## src/rtl/spi_slave_rx.sv

```systemverilog
// SPI slave receiver: 12-bit LSB-first frames sampled on sclk falls after one lead-in fall,
// with a 12-bit response shifted out on miso. All SPI inputs are resynchronized to clk.
module spi_slave_rx (
  input  logic        i_clk,
  input  logic        i_rst,
  input  logic        i_sclk,
  input  logic        i_cs,
  input  logic        i_mosi,
  input  logic [11:0] i_tx_data,
  output logic        o_miso,
  output logic [11:0] o_dout,
  output logic        o_done,
  output logic        o_frame_err
);

  typedef enum logic [1:0] {IDLE, LEAD, SHIFT, WAIT_END} state_t;

  state_t      r_state;
  logic        r_sclk_s1, r_sclk_s2, r_sclk_d;
  logic        r_cs_s1, r_cs_s2, r_cs_d;
  logic        r_mosi_s1, r_mosi_s2, r_mosi_d;
  logic [1:0]  r_live;
  logic        r_armed;
  logic [3:0]  r_cnt;
  logic [11:0] r_rx, r_tx, r_dout;
  logic        r_done, r_err;

  logic        w_sclk_fall, w_sclk_rise, w_cs_fall, w_cs_high;
  logic [11:0] w_rx_next;

  assign w_sclk_fall = r_sclk_d & ~r_sclk_s2;
  assign w_sclk_rise = ~r_sclk_d & r_sclk_s2;
  assign w_cs_high   = r_cs_s2;
  // A frame may only start once cs has been genuinely seen high since reset.
  assign w_cs_fall   = r_armed & r_cs_d & ~r_cs_s2;
  assign w_rx_next   = {r_mosi_s2, r_rx[11:1]};

  always_ff @(posedge i_clk) begin
    if (i_rst) begin
      r_sclk_s1 <= 1'b1; r_sclk_s2 <= 1'b1; r_sclk_d <= 1'b1;
      r_cs_s1   <= 1'b1; r_cs_s2   <= 1'b1; r_cs_d   <= 1'b1;
      r_mosi_s1 <= 1'b0; r_mosi_s2 <= 1'b0; r_mosi_d <= 1'b0;
    end else begin
      r_sclk_s1 <= i_sclk; r_sclk_s2 <= r_sclk_s1; r_sclk_d <= r_sclk_s2;
      r_cs_s1   <= i_cs;   r_cs_s2   <= r_cs_s1;   r_cs_d   <= r_cs_s2;
      r_mosi_s1 <= i_mosi; r_mosi_s2 <= r_mosi_s1; r_mosi_d <= r_mosi_s2;
    end
  end

  // r_live[1] marks the point where r_cs_s2 holds a real sample rather than its reset value.
  always_ff @(posedge i_clk) begin
    if (i_rst) begin
      r_live  <= 2'b00;
      r_armed <= 1'b0;
    end else begin
      r_live  <= {r_live[0], 1'b1};
      r_armed <= r_armed | (r_live[1] & r_cs_s2);
    end
  end

  always_ff @(posedge i_clk) begin
    if (i_rst) begin
      r_state <= IDLE;
      r_cnt   <= 4'd0;
      r_rx    <= 12'h000;
      r_tx    <= 12'h000;
      r_dout  <= 12'h000;
      r_done  <= 1'b0;
      r_err   <= 1'b0;
    end else begin
      r_done <= 1'b0;
      r_err  <= 1'b0;
      case (r_state)
        IDLE: begin
          if (w_cs_fall) begin
            r_tx    <= i_tx_data;
            r_cnt   <= 4'd0;
            r_state <= LEAD;
          end
        end
        LEAD: begin
          if (w_cs_high) begin
            r_err   <= 1'b1;
            r_state <= IDLE;
          end else if (w_sclk_fall) begin
            r_state <= SHIFT;
          end
        end
        SHIFT: begin
          // The 12th fall completes the frame even if cs rises in the same cycle.
          if (w_sclk_fall && r_cnt == 4'd11) begin
            r_rx    <= w_rx_next;
            r_tx    <= {1'b0, r_tx[11:1]};
            r_cnt   <= r_cnt + 4'd1;
            r_dout  <= w_rx_next;
            r_done  <= 1'b1;
            r_state <= WAIT_END;
          end else if (w_cs_high) begin
            r_err   <= 1'b1;
            r_state <= IDLE;
          end else if (w_sclk_fall) begin
            r_rx  <= w_rx_next;
            r_tx  <= {1'b0, r_tx[11:1]};
            r_cnt <= r_cnt + 4'd1;
          end
        end
        WAIT_END: begin
          if (w_cs_high) r_state <= IDLE;
        end
        default: r_state <= IDLE;
      endcase
    end
  end

  assign o_miso      = ~r_cs_s2 & r_tx[0];
  assign o_dout      = r_dout;
  assign o_done      = r_done;
  assign o_frame_err = r_err;

  logic w_unused;
  assign w_unused = w_sclk_rise ^ r_mosi_d;

endmodule

```

## config.mk

```make
export PLATFORM = sky130hd
export DESIGN_NAME = spi_slave_rx
export DESIGN_NICKNAME = d
export VERILOG_FILES = /design/src/rtl/spi_slave_rx.sv
export SDC_FILE = /design/constraint.sdc
export NUM_CORES = 1
export LEC_CHECK = 0
export BUFFER_PORTS_ARGS = -buffer_cell sky130_fd_sc_hd__buf_2
export CORE_AREA = 4 4 67 69
export CTS_CLUSTER_SIZE = 28
export DETAILED_ROUTE_END_ITERATION = 8
export DIE_AREA = 0 0 71 73
export PLACE_DENSITY_LB_ADDON = 0.12
export REMOVE_ABC_BUFFERS = 1
export SLEW_MARGIN = 20
export SYNTH_ARGS = -nofsm -noshare
export SYNTH_HDL_FRONTEND = slang
export SYNTH_SLANG_ARGS = --single-unit
```

## constraint.sdc

```tcl
create_clock -name i_clk -period 3.8 [get_ports i_clk]
set_clock_uncertainty 0.2 [all_clocks]
set_input_delay 0.76 -clock i_clk [delete_from_list [all_inputs] [get_ports i_clk]]
set_output_delay 0.76 -clock i_clk [all_outputs]
set_load 0.01 [all_outputs]
```

==> results.ini, run 1 <==
[sta]
relSlewSlack_pct=55.0
drv_slew=0
worst_pin_slew_ns=0.676
hold_viol_final=0
finalCriticalPeriod_ns=2.54
fin_tns_setup_ns=0
finalSetupViolations=0
rsz0062_at_grt=no
fin_crit_sh_pct=66.9
timing.fmax_mhz=394

[hold_path]
hold_path.class=reg -> reg
whs_path_depth=1

[cts]
cts_setup_buffers=0
cts.sinks=54
htreeDepth=2
holdBufCountCts=0
post_cts_resize_count=0
clk_pin_slew_worst_paths_ns=0.10
tritoncts=yes
insertion_delay_ns=0.31
numCtsBuffers=5
cts_root_buf=clkbuf_8
clockBufferDepth=2

[place]
finalWeightedCongestion=0.804
port_buffers=31
hpwl_um=2860

[setup_path]
critical_path.top_delay_family=simple AND/OR/NAND/NOR gates
r2r_cells=7
path_cells=inv_1 > ha_1 > buf_4 > nand3b_2 > nand2_1 > and3_1 > a211oi_1
cp.required_ns=3.77
end_kind=flop
path_depth=7
worstPathArrival_ns=2.51
crit_fanout=17
critPathBufInv=2
path_class=reg -> reg
slowest_stage=and3_1
cpPeakStageDelay_ns=0.66
cp-start-kind=flop

[finish]
antenna_cells=0
syn_to_final_growth_pct=10.0
multi_input_comb_area_um2=1070
drive_gt1_share_pct=24.7
fillers=362
nets=277
seqCellArea_um2=1080

[die]
die-area_um2=5180
die_x_um=71
floorplan.initialDensity_pct=58.2
rows=23
ioPinCount=32
core_um2=3910
die_h_um=73

[route]
drt_iter0_markers=122
wl_per_cell_um=13.6
drt-total-wl_um=4160
ant_nets=0
drc=0
drt-vias-per-instance=5.42
vias=1653
dr.pass1.iters=4

[global_routing]
grt_overflow=0
grt_first_pass_wirelength_um=7440
grt.total_usage_pct=17.9
antenna_found_initial=0
grt_max_degree=28
grt_pass1_vias=1645

[power_and_ir_drop]
total_power_uw=1050
power_density_nw_per_um2=419
leakage_uw=0.000962
ir_worst_vdd_mv=0.337

[flow_run]
cap_viol_max_count=0

[yosys]
syn-instance-count=231
synth-seq-cells=54
synth_warnings=0
syn-cell-area_um2=2280
ys_seq_area_share_pct=47.5
synth_cell_types=41
avgSynthCellArea_um2=9.85

[run_status]
status=completed

routing by layer:
metal  wire (um)  vias to the layer above  track usage [%]
met4          46                        0             5.64
met3         172                        4             4.82
met2        2010                       27             30.9
met1        1930                      776             21.9
li1            -                      846                -
met5           0                        -                0
stage by stage:
stage	area, um2	worst slack, ns	utilization [%]	instances	hold WS [ns]
after floorplan	2170	1.13	-	213	0.189
after global placement	2410	1.32	61.7	297	0.195
after detailed placement	2410	1.26	61.7	297	0.197
after CTS	2500	1.23	64.0	305	0.220
after global routing	2500	0.974	64.0	305	0.246
final	2500	1.26	64.0	305	0.216
placed cells by master, fill, tap and decap left out, types with 5 or more instances in the layout:
master | netlist | routed
buf_2 | 7 | 31
a21oi_1 | 16 | 16
a211oi_2 | 9 | 9
nor2_1 | 16 | 16
clkbuf_8 | 0 | 5
nand2_1 | 30 | 30
inv_1 | 7 | 7
a31oi_1 | 11 | 11
mux2i_1 | 23 | 23
dfxtp_1 | 54 | 54
or2_2 | 5 | 5
ha_1 | 6 | 6
cells in the mapped netlist (all sizes together):
library cell / count / area, um2
dfxtp: 54 / 1080
nand2: 31 / 119
mux2i: 23 / 230
nor2: 17 / 66.3
a21oi: 16 / 80.1
buf: 13 / 83.8
a211oi: 11 / 128
a31oi: 11 / 68.8
inv: 7 / 26.3
ha: 6 / 75.1
or2: 6 / 37.5
clkbuf: 5 / 18.8
nand2b: 4 / 32.5
nand3b: 4 / 58.8
nor2b: 4 / 25.0
o21ai: 4 / 20.0
nand3: 2 / 15.0
o32ai: 2 / 17.5
a21o: 1 / 7.51
a32o: 1 / 10.0
a32oi: 1 / 8.76
a41o: 1 / 10.0
and3: 1 / 6.26
o2111a: 1 / 11.3
o2111ai: 1 / 8.76
o21a: 1 / 7.51
o22ai: 1 / 6.26
o2bb2ai: 1 / 8.76
o31ai: 1 / 7.51
logic make-up (layout without fill, tap and decap cells):
kind of cell	after synthesis	in the layout	share of synthesized area, %
mux	23	23	10.1
simple gates	69	69	15.8
buf+inv	25	49	5.66
fa+ha+maj	6	6	3.30
compound gates	54	54	17.6
flops	54	54	47.5
where the power goes:
| group | internal (uW) | switching (uW) |
|---|---|---|
| clock network | 130 | 189 |
| logic | 50.0 | 75.2 |
| registers | 591 | 14.1 |
worst paths after layout:
path / from / endpoint / slack (ns)
worst min-delay path: r_cs_s1 / r_cs_s2 / 0.22
worst min register to register: r_cs_s1 / r_cs_s2 / 0.22
worst max-delay path: r_state[0] / r_tx[0] / 1.26
worst max register to register: r_state[0] / r_tx[0] / 1.26
registers in the layout, indices dropped and copies added (netlist names), 2 cells and up:
name and flops:
o_dout 12, r_tx 12, r_rx 11, r_cnt 4, r_live 2, r_state 2
layout make-up:
| cell class | instances | area share (%) |
|---|---|---|
| Timing Repair Buffer | 34 | 7.10 |
| Sequential cell | 54 | 43.2 |
| Tap cell | 50 | 2.50 |
| Clock inverter | 3 | 0.850 |
| Clock buffer | 5 | 2.75 |
| Inverter | 7 | 1.05 |
| Multi-Input combinational cell | 152 | 42.6 |
Power figures use the tool's default switching activity.
==> run 2, diff against run 1 <==
ABC_AREA = 1   (was default)
CORE_AREA = 4 4 73 75   (was 4 4 67 69)
DIE_AREA = 0 0 77 79   (was 0 0 71 73)
clock period = 2.1 ns   (was 3.8 ns; I/O delays follow)
==> results.ini, run 2 <==
[route]
wl_met1_um=2100
wl_met3_um=158
drt-vias-per-instance=4.74
ant_nets=0
drc=0
vias=1758
route.met2.wl_um=1930
routed.top_layer=met4
wl_per_cell_um=11.5
drt_iter0_markers=105
dr.pass1.iters=4
drt-total-wl_um=4250

[die]
rows=25
die_x_um=77
floorplan.initialDensity_pct=49.8
ioPinCount=32
core_um2=4660
die-area_um2=6080
die_h_um=79

[sta]
hold_viol_final=0
worst_pin_slew_ns=0.414
finalCriticalPeriod_ns=1.81
drv_slew=0
finalSetupViolations=0
fin_tns_setup_ns=0
rsz0062_at_grt=no
relSlewSlack_pct=72.4
fin_crit_sh_pct=86.1
timing.fmax_mhz=553

[setup_path]
path_cells=inv_1 > ha_2 > inv_2 > nand2_1 > nand2_1 > nand2_2 > inv_4 > buf_4 > nand3_1 > nand2_1 > nor2_2
r2r_slack_ns=0.29
end_kind=flop
cpPeakStageDelay_ns=0.39
slowest_stage=dfxtp_1
cp.required_ns=2.11
crit_top_cell=nand2_1
crit_fanout=11
cp-start-kind=flop
rr_endpoint=r_tx[10]
path_class=reg -> reg
r2r_cells=11
worstPathArrival_ns=1.81
r2r_start=r_state[0]
critPathBufInv=4
critical_path.top_delay_family=buffers and inverters

[finish]
stdcell_area_um2=2580
drive_gt1_share_pct=25.2
layout_commonest_cell=nor2_1
syn_to_final_growth_pct=11.4
nets=340
antenna_cells=0
final_util_pct=55.4
final_cell_mix=nor2_1 (66), dfxtp_1 (54), buf_2 (31)
finalNonFillerCells=371

[yosys]
yosysTopAreaCell=dfxtp_1
synth_flop_cell=dfxtp_1
synth_enable_flop_cells=0
avgSynthCellArea_um2=8.03
synth_cell_types=27
synth_common_cells=nor2_1 (66), dfxtp_1 (54), nand2_1 (30)
synth.area.top_cells=dfxtp_1 (47%), nor2_1 (11%), nor2_2 (5.7%), o21ai_0 (5.4%), nand2_1 (4.9%)
synth-seq-cells=54
syn-cell-area_um2=2320
yosysTopAreaCellShare_pct=46.6
ys_seq_area_share_pct=46.6
synth_warnings=0
yosysMostFrequentCell=nor2_1
syn-instance-count=289
async_flop_share_pct=0

[place]
port_buffers=31
hpwl_um=2840
placed_cell_area_um2=2470
dp.cells=364
finalWeightedCongestion=0.760

[hold_path]
hold_path.class=in -> reg
whs_path_depth=2
hold_end=r_cs_s1
worstHoldStart=i_cs

[power_and_ir_drop]
total_power_uw=2060
swShare_pct=24.1
leakage_uw=0.00114
power_density_nw_per_um2=797
ir_worst_vdd_mv=0.388
p_int_uw=1560
p_sw_uw=497
seqPwrFrac_pct=54.4
power_frac_comb_pct=11.9
p_clk_share_pct=33.7

[cts]
numCtsBuffers=5
clockBufferDepth=2
cts_setup_buffers=0
cts.sinks=54
tritoncts=yes
clk_pin_slew_worst_paths_ns=0.09
cts_root_buf=clkbuf_8
insertion_delay_ns=0.30
htreeDepth=2

[run_status]
status=completed

[global_routing]
grt.total_usage_pct=15.1
grt_overflow=0
antenna_found_initial=0
grt_first_pass_wirelength_um=7450
grt_max_degree=42
grt_pass1_vias=1663

[flow_run]
cap_viol_max_count=0

## run 2: changes by cell type in the layout (fill, tap and decap cells not counted), sizes merged, moves of 9 or more
cell	before	now
mux2i	23	11
nand3	2	23
o21ai	4	26
a211oi	11	0
nor2	17	87
a21oi	16	7
inv	7	19
a31oi	11	0
## run 2: final cells by class
class	instances	area (um2)
fillers	457	2080
flip-flops and latches	54	1080
multi-input cells	201	1050
repair buffers	36	193
inverters	19	76.3
well taps	54	67.6
clock buffers	6	82.6
clock inverters	1	30.0
## run 2: power by group through the flow
stage / logic, uW / clock network (uW) / registers [uW]
2_1_floorplan: 190 / 0 / 1130
3_3_place_gp: 246 / 0 / 1140
3_5_place_dp: 246 / 0 / 1140
4_1_cts: 249 / 722 / 1120
5_1_grt: 281 / 769 / 1130
6_report: 246 / 694 / 1120
## run 2: worst max-delay path by stage
stage,start,to,slack (ns),cells after the start
floorplan,r_state[0],o_dout[11],-0.1,7
global placement,r_state[0],r_tx[2],0.19,11
detailed placement,r_state[0],r_rx[4],0.16,6
CTS,r_state[0],r_rx[4],0.15,6
global route,r_cnt[0],r_rx[4],0.07,7
finish,r_state[0],r_tx[10],0.29,11
## run 2: what timing repair did
action,in CTS,in global routing
setup endpoints to repair,0,10
hold buffers,0,0
resized for setup,0,2
hold endpoints to repair,0,0
## run 2: stage by stage
step	worst slack, ns	hold slack, ns
after floorplan	-0.0969	0.188
after global placement	0.188	0.190
after detailed placement	0.164	0.194
after CTS	0.149	0.0859
after global routing	0.0735	0.0865
final	0.292	0.0996
## run 2: kinds of logic after synthesis
kind of cell             after synthesis  synth area share [%]
adder cells (fa/ha/maj)                6                  3.24
buffers and inverters                 34                  8.09
multiplexers                          11                  4.75
XOR/XNOR                               1                 0.378
AO/OA/AOI/OAI                         34                  7.44
AND/OR/NAND/NOR                      149                  29.5
flip-flops                            54                  46.6
## run 2: per-layer routing
metal  GRT usage (%)  up-vias
met1            18.7      757
met4            5.52        0
met5               0        -
met2            25.6       28
li1                -      966
met3            3.85        7
